[config.mk]
export PLATFORM = sky130hd
export DESIGN_NAME = eight_bit_compute_unit_flat
export DESIGN_NICKNAME = d
export VERILOG_FILES = /design/src/rtl/eight_bit_compute_unit_if.sv /design/src/rtl/eight_bit_compute_unit.sv /design/src/flat_wrapper.sv
export SDC_FILE = /design/constraint.sdc
export NUM_CORES = 1
export LEC_CHECK = 0
export BUFFER_PORTS_ARGS = -buffer_cell sky130_fd_sc_hd__buf_4
export CAP_MARGIN = 20
export CORE_ASPECT_RATIO = 0.8
export CORE_UTILIZATION = 55
export CTS_CLUSTER_SIZE = 30
export DETAILED_ROUTE_END_ITERATION = 8
export GPL_TIMING_DRIVEN = 0
export PLACE_DENSITY_LB_ADDON = 0.2
export SYNTH_ARGS = -nofsm -noshare
export SYNTH_HDL_FRONTEND = slang
export SYNTH_SLANG_ARGS = --single-unit
export TNS_END_PERCENT = 20
[constraint.sdc]
create_clock -name CLK -period 10.15 [get_ports CLK]
set_input_delay 0.5075 -clock CLK [delete_from_list [all_inputs] [get_ports CLK]]
set_output_delay 0.5075 -clock CLK [all_outputs]
set_load 0.05 [all_outputs]
[src/rtl/eight_bit_compute_unit_if.sv]
// Operand and result bundle for the 8-bit adder/multiplier stage.
// The master drives operands; the slave (the compute unit) returns registered results.
interface eight_bit_compute_unit_if;
    logic [7:0] a_add;
    logic [7:0] b_add;
    logic       cin;
    logic [7:0] a_mul;
    logic [7:0] b_mul;
    logic [7:0] sum;
    logic       cout;
    logic [7:0] mul;
    logic       mul_ovf;

    modport master (
        output a_add, b_add, cin, a_mul, b_mul,
        input  sum, cout, mul, mul_ovf
    );

    modport slave (
        input  a_add, b_add, cin, a_mul, b_mul,
        output sum, cout, mul, mul_ovf
    );
endinterface

[src/rtl/eight_bit_compute_unit.sv]
// Arithmetic stage: ripple-carry 8-bit adder and 8x8 shift-and-add multiplier,
// each built from 1-bit full adders, with results captured one cycle later.
module eight_bit_compute_unit (
    input  logic                      CLK,
    input  logic                      RST_N,
    eight_bit_compute_unit_if.slave   bus
);

    logic [7:0]  add_sum;
    logic        add_cout;
    logic [15:0] product;

    // Adder: carry ripples LSB to MSB through eight full adders.
    always_comb begin
        logic carry;
        add_sum = '0;
        carry   = bus.cin;
        for (int i = 0; i < 8; i++) begin
            add_sum[i] = bus.a_add[i] ^ bus.b_add[i] ^ carry;
            carry      = (bus.a_add[i] & bus.b_add[i]) |
                         (bus.a_add[i] & carry) |
                         (bus.b_add[i] & carry);
        end
        add_cout = carry;
    end

    // Multiplier: accumulate each shifted partial product with a 16-bit
    // full-adder row. The final row cannot carry out since 255*255 < 2^16.
    always_comb begin
        logic [15:0] acc;
        logic [15:0] pp;
        logic [15:0] row;
        logic        carry;
        acc   = '0;
        pp    = '0;
        row   = '0;
        carry = 1'b0;
        for (int j = 0; j < 8; j++) begin
            pp    = {8'h00, bus.a_mul & {8{bus.b_mul[j]}}} << j;
            carry = 1'b0;
            for (int i = 0; i < 16; i++) begin
                row[i] = acc[i] ^ pp[i] ^ carry;
                carry  = (acc[i] & pp[i]) | (acc[i] & carry) | (pp[i] & carry);
            end
            acc = row;
        end
        product = acc;
    end

    always_ff @(posedge CLK) begin
        if (!RST_N) begin
            bus.sum     <= '0;
            bus.cout    <= 1'b0;
            bus.mul     <= '0;
            bus.mul_ovf <= 1'b0;
        end else begin
            bus.sum     <= add_sum;
            bus.cout    <= add_cout;
            bus.mul     <= product[7:0];
            bus.mul_ovf <= |product[15:8];
        end
    end

endmodule

[src/flat_wrapper.sv]
// flat-port wrapper written by rule: the top's interface ports become plain ports
module eight_bit_compute_unit_flat 
  (CLK, RST_N, bus_a_add, bus_b_add, bus_cin, bus_a_mul, bus_b_mul, bus_sum, bus_cout, bus_mul, bus_mul_ovf);
  eight_bit_compute_unit_if bus_i ();
  input  logic CLK;
  input  logic RST_N;
  input wire logic [$bits(bus_i.a_add)-1:0] bus_a_add;
  input wire logic [$bits(bus_i.b_add)-1:0] bus_b_add;
  input wire logic [$bits(bus_i.cin)-1:0] bus_cin;
  input wire logic [$bits(bus_i.a_mul)-1:0] bus_a_mul;
  input wire logic [$bits(bus_i.b_mul)-1:0] bus_b_mul;
  output wire logic [$bits(bus_i.sum)-1:0] bus_sum;
  output wire logic [$bits(bus_i.cout)-1:0] bus_cout;
  output wire logic [$bits(bus_i.mul)-1:0] bus_mul;
  output wire logic [$bits(bus_i.mul_ovf)-1:0] bus_mul_ovf;
  assign bus_i.a_add = bus_a_add;
  assign bus_i.b_add = bus_b_add;
  assign bus_i.cin = bus_cin;
  assign bus_i.a_mul = bus_a_mul;
  assign bus_i.b_mul = bus_b_mul;
  assign bus_sum = bus_i.sum;
  assign bus_cout = bus_i.cout;
  assign bus_mul = bus_i.mul;
  assign bus_mul_ovf = bus_i.mul_ovf;
  eight_bit_compute_unit u_core (.CLK(CLK), .RST_N(RST_N), .bus(bus_i));
endmodule
==> impl_metrics.ini <==
[grt]
grt_usage_pct = 19.2
use_met3_pct = 3.25
use_met2_pct = 36.8
antenna_found_initial = 0
grt_pass1_vias = 1542
busiest_layer = met2
grt_overflow = 0
grt_use_met1_pct = 22.2
grt_max_degree = 11
grt_pass1_wl_mm = 6.24

[floorplan]
die-area_um2 = 4310
ios = 53
die_height_um = 58.9
die_w_um = 73.2
rows = 20
start_util_pct = 58.2
coreArea_um2 = 3830

[power]
clkPwrFrac_pct = 10.0
leakagePower_nw = 1.35
p_comb_share_pct = 75.1
ir_drop_mv = 0.133
p_total_w = 0.000584
p_sw_w = 0.000272
internal_power_w = 0.000312
cellPowerDensity_nw_per_um2 = 213
seqPwrFrac_pct = 14.9
p_sw_share_pct = 46.6

[timing]
hold_viol = 0
drv_slew = 0
finalWorstSetupSlack_ns = 0.744
fin_tns_setup_ns = 0
worstMarginPinSlew_ns = 0.138
setup_viol = 0
fin_crit_sh_pct = 92.7
whs_ns = 0.534
max_freq_mhz = 106
period_minus_slack_ns = 9.41
rsz0062_at_grt = false
slew_headroom_pct = 90.8

[worst_setup_path]
crit_required_ns = 10.30
start_kind = primary input
crit_path_start = bus_b_mul[0]
crit_fanout = 8
critPathArrivalTime_ns = 9.56
slowest_stage = fa_1
slowest_delay_ns = 0.54
crit_type = primary input to register
path_common_cell = fa_1
crit_path_end_kind = register

[detailed_routing]
drt_iter0_drc = 18
postRouteAntennaNets = 0
drc = 0
vias = 1458
viasPerCell = 4.54
wirelength_mm = 3.37
detail_route.wl_per_cell_um = 10.5
drtPass1Iterations = 4

[flow_run]
cap_violations = 0

[outcome]
outcome = finished, final reports clean

[synth]
avgSynthCellArea_um2 = 10.6
synthesis.nets = 310
synth-warning-count = 0
ys_ff_latch = 18
synth_area_um2 = 2230
synth_cell_types = 12
synthCells = 211
synth-seq-area-share_pct = 16.2

[min_path]
min_path_type = primary input to register
worstHoldStart = RST_N
hold_depth = 2

[final_layout]
nets = 366
final_cell_mix = fa_1 (56), and2_1 (54), buf_4 (51)
drive_above_1_share_pct = 21.4
areaGrowthSynthToFinish_pct = 22.7
final_util_pct = 71.4
diodes = 0
final_common_cell = fa_1

[clocking]
cts_tree = yes
holdBufCountCts = 0
htreeDepth = 1
cts.sinks = 18
post_cts_resized = 0
post_cts_buffers = 0
cts_buffer_depth = 2
clk_pin_slew_ns = 0.07
cts_made_buffers = 3
cts_root_buf = clkbuf_8

[place]
dpl.hpwl_mm = 3.08
place_congestion = 0.727
pre_cts_slack_ns = 0.377
io_buffers = 51
[metrics by stage]
stage	area [µm²]	cells
final	2740	321
after global routing	2740	321
after CTS	2740	321
after detailed placement	2680	317
after global placement	2680	317
after floorplan	2230	211
[power groups by stage]
| stage | sequential (W) | clock, W | combinational, W |
|---|---|---|---|
| global placement | 0.0000883 | 0 | 0.000439 |
| floorplan | 0.000135 | 0 | 0.000299 |
| CTS | 0.0000869 | 0.0000606 | 0.000455 |
| global route | 0.0000879 | 0.0000622 | 0.000522 |
| detailed placement | 0.0000885 | 0 | 0.000447 |
| finish | 0.0000868 | 0.0000586 | 0.000438 |
[metal layers]
metal	up-vias	part of all wire [%]
met4	0	0.80
met5	-	0
met2	28	54
met3	2	3.9
li1	710	-
met1	718	41
[cell type report]
| class | count | area (µm²) |
|---|---|---|
| multi-input combinational | 147 | 1690 |
| fill | 299 | 1090 |
| timing repair buffer | 51 | 383 |
| sequential | 18 | 360 |
| inverter | 44 | 165 |
| tap | 55 | 68.8 |
| clock buffer | 4 | 55.1 |
| buffer | 2 | 16.3 |
[final timing paths]
path	endpoint	slack, ns
min	u_core.bus.sum[5]$_SDFF_PN0_	0.53
max	u_core.bus.mul_ovf$_SDFF_PN0_	0.74
[synth_stat cells]
| library cell | number | area [µm²] |
|---|---|---|
| and2_1 | 54 | 338 |
| and3_1 | 1 | 6.26 |
| buf_2 | 1 | 5.00 |
| buf_6 | 1 | 11.3 |
| dfxtp_1 | 18 | 360 |
| fa_1 | 56 | 1120 |
| ha_1 | 8 | 100 |
| inv_1 | 44 | 165 |
| nand2_1 | 22 | 82.6 |
| nand4_1 | 2 | 12.5 |
| nor2b_1 | 3 | 18.8 |
| o21a_1 | 1 | 7.51 |
[registers in the layout, summed over array words and instances, names as in the netlist]
signal / count
u_core.bus.cout: 1
u_core.bus.mul: 8
u_core.bus.mul_ovf: 1
u_core.bus.sum: 8
[logic make-up after synthesis]
logic type      after synthesis  synth area share (%)
simple gates                 82                  20.6
compound gates                1                 0.337
fa+ha+maj                    64                  54.8
buf+inv                      46                  8.14
flops                        18                  16.2
[critical path, delay by kind of cell]
family / cells / cell delay, ns
fa+ha+maj: 20 / 8.17
buf+inv: 6 / 0.44
simple gates: 2 / 0.26
compound gates: 1 / 0.19
(Power assumes the default switching activity.)
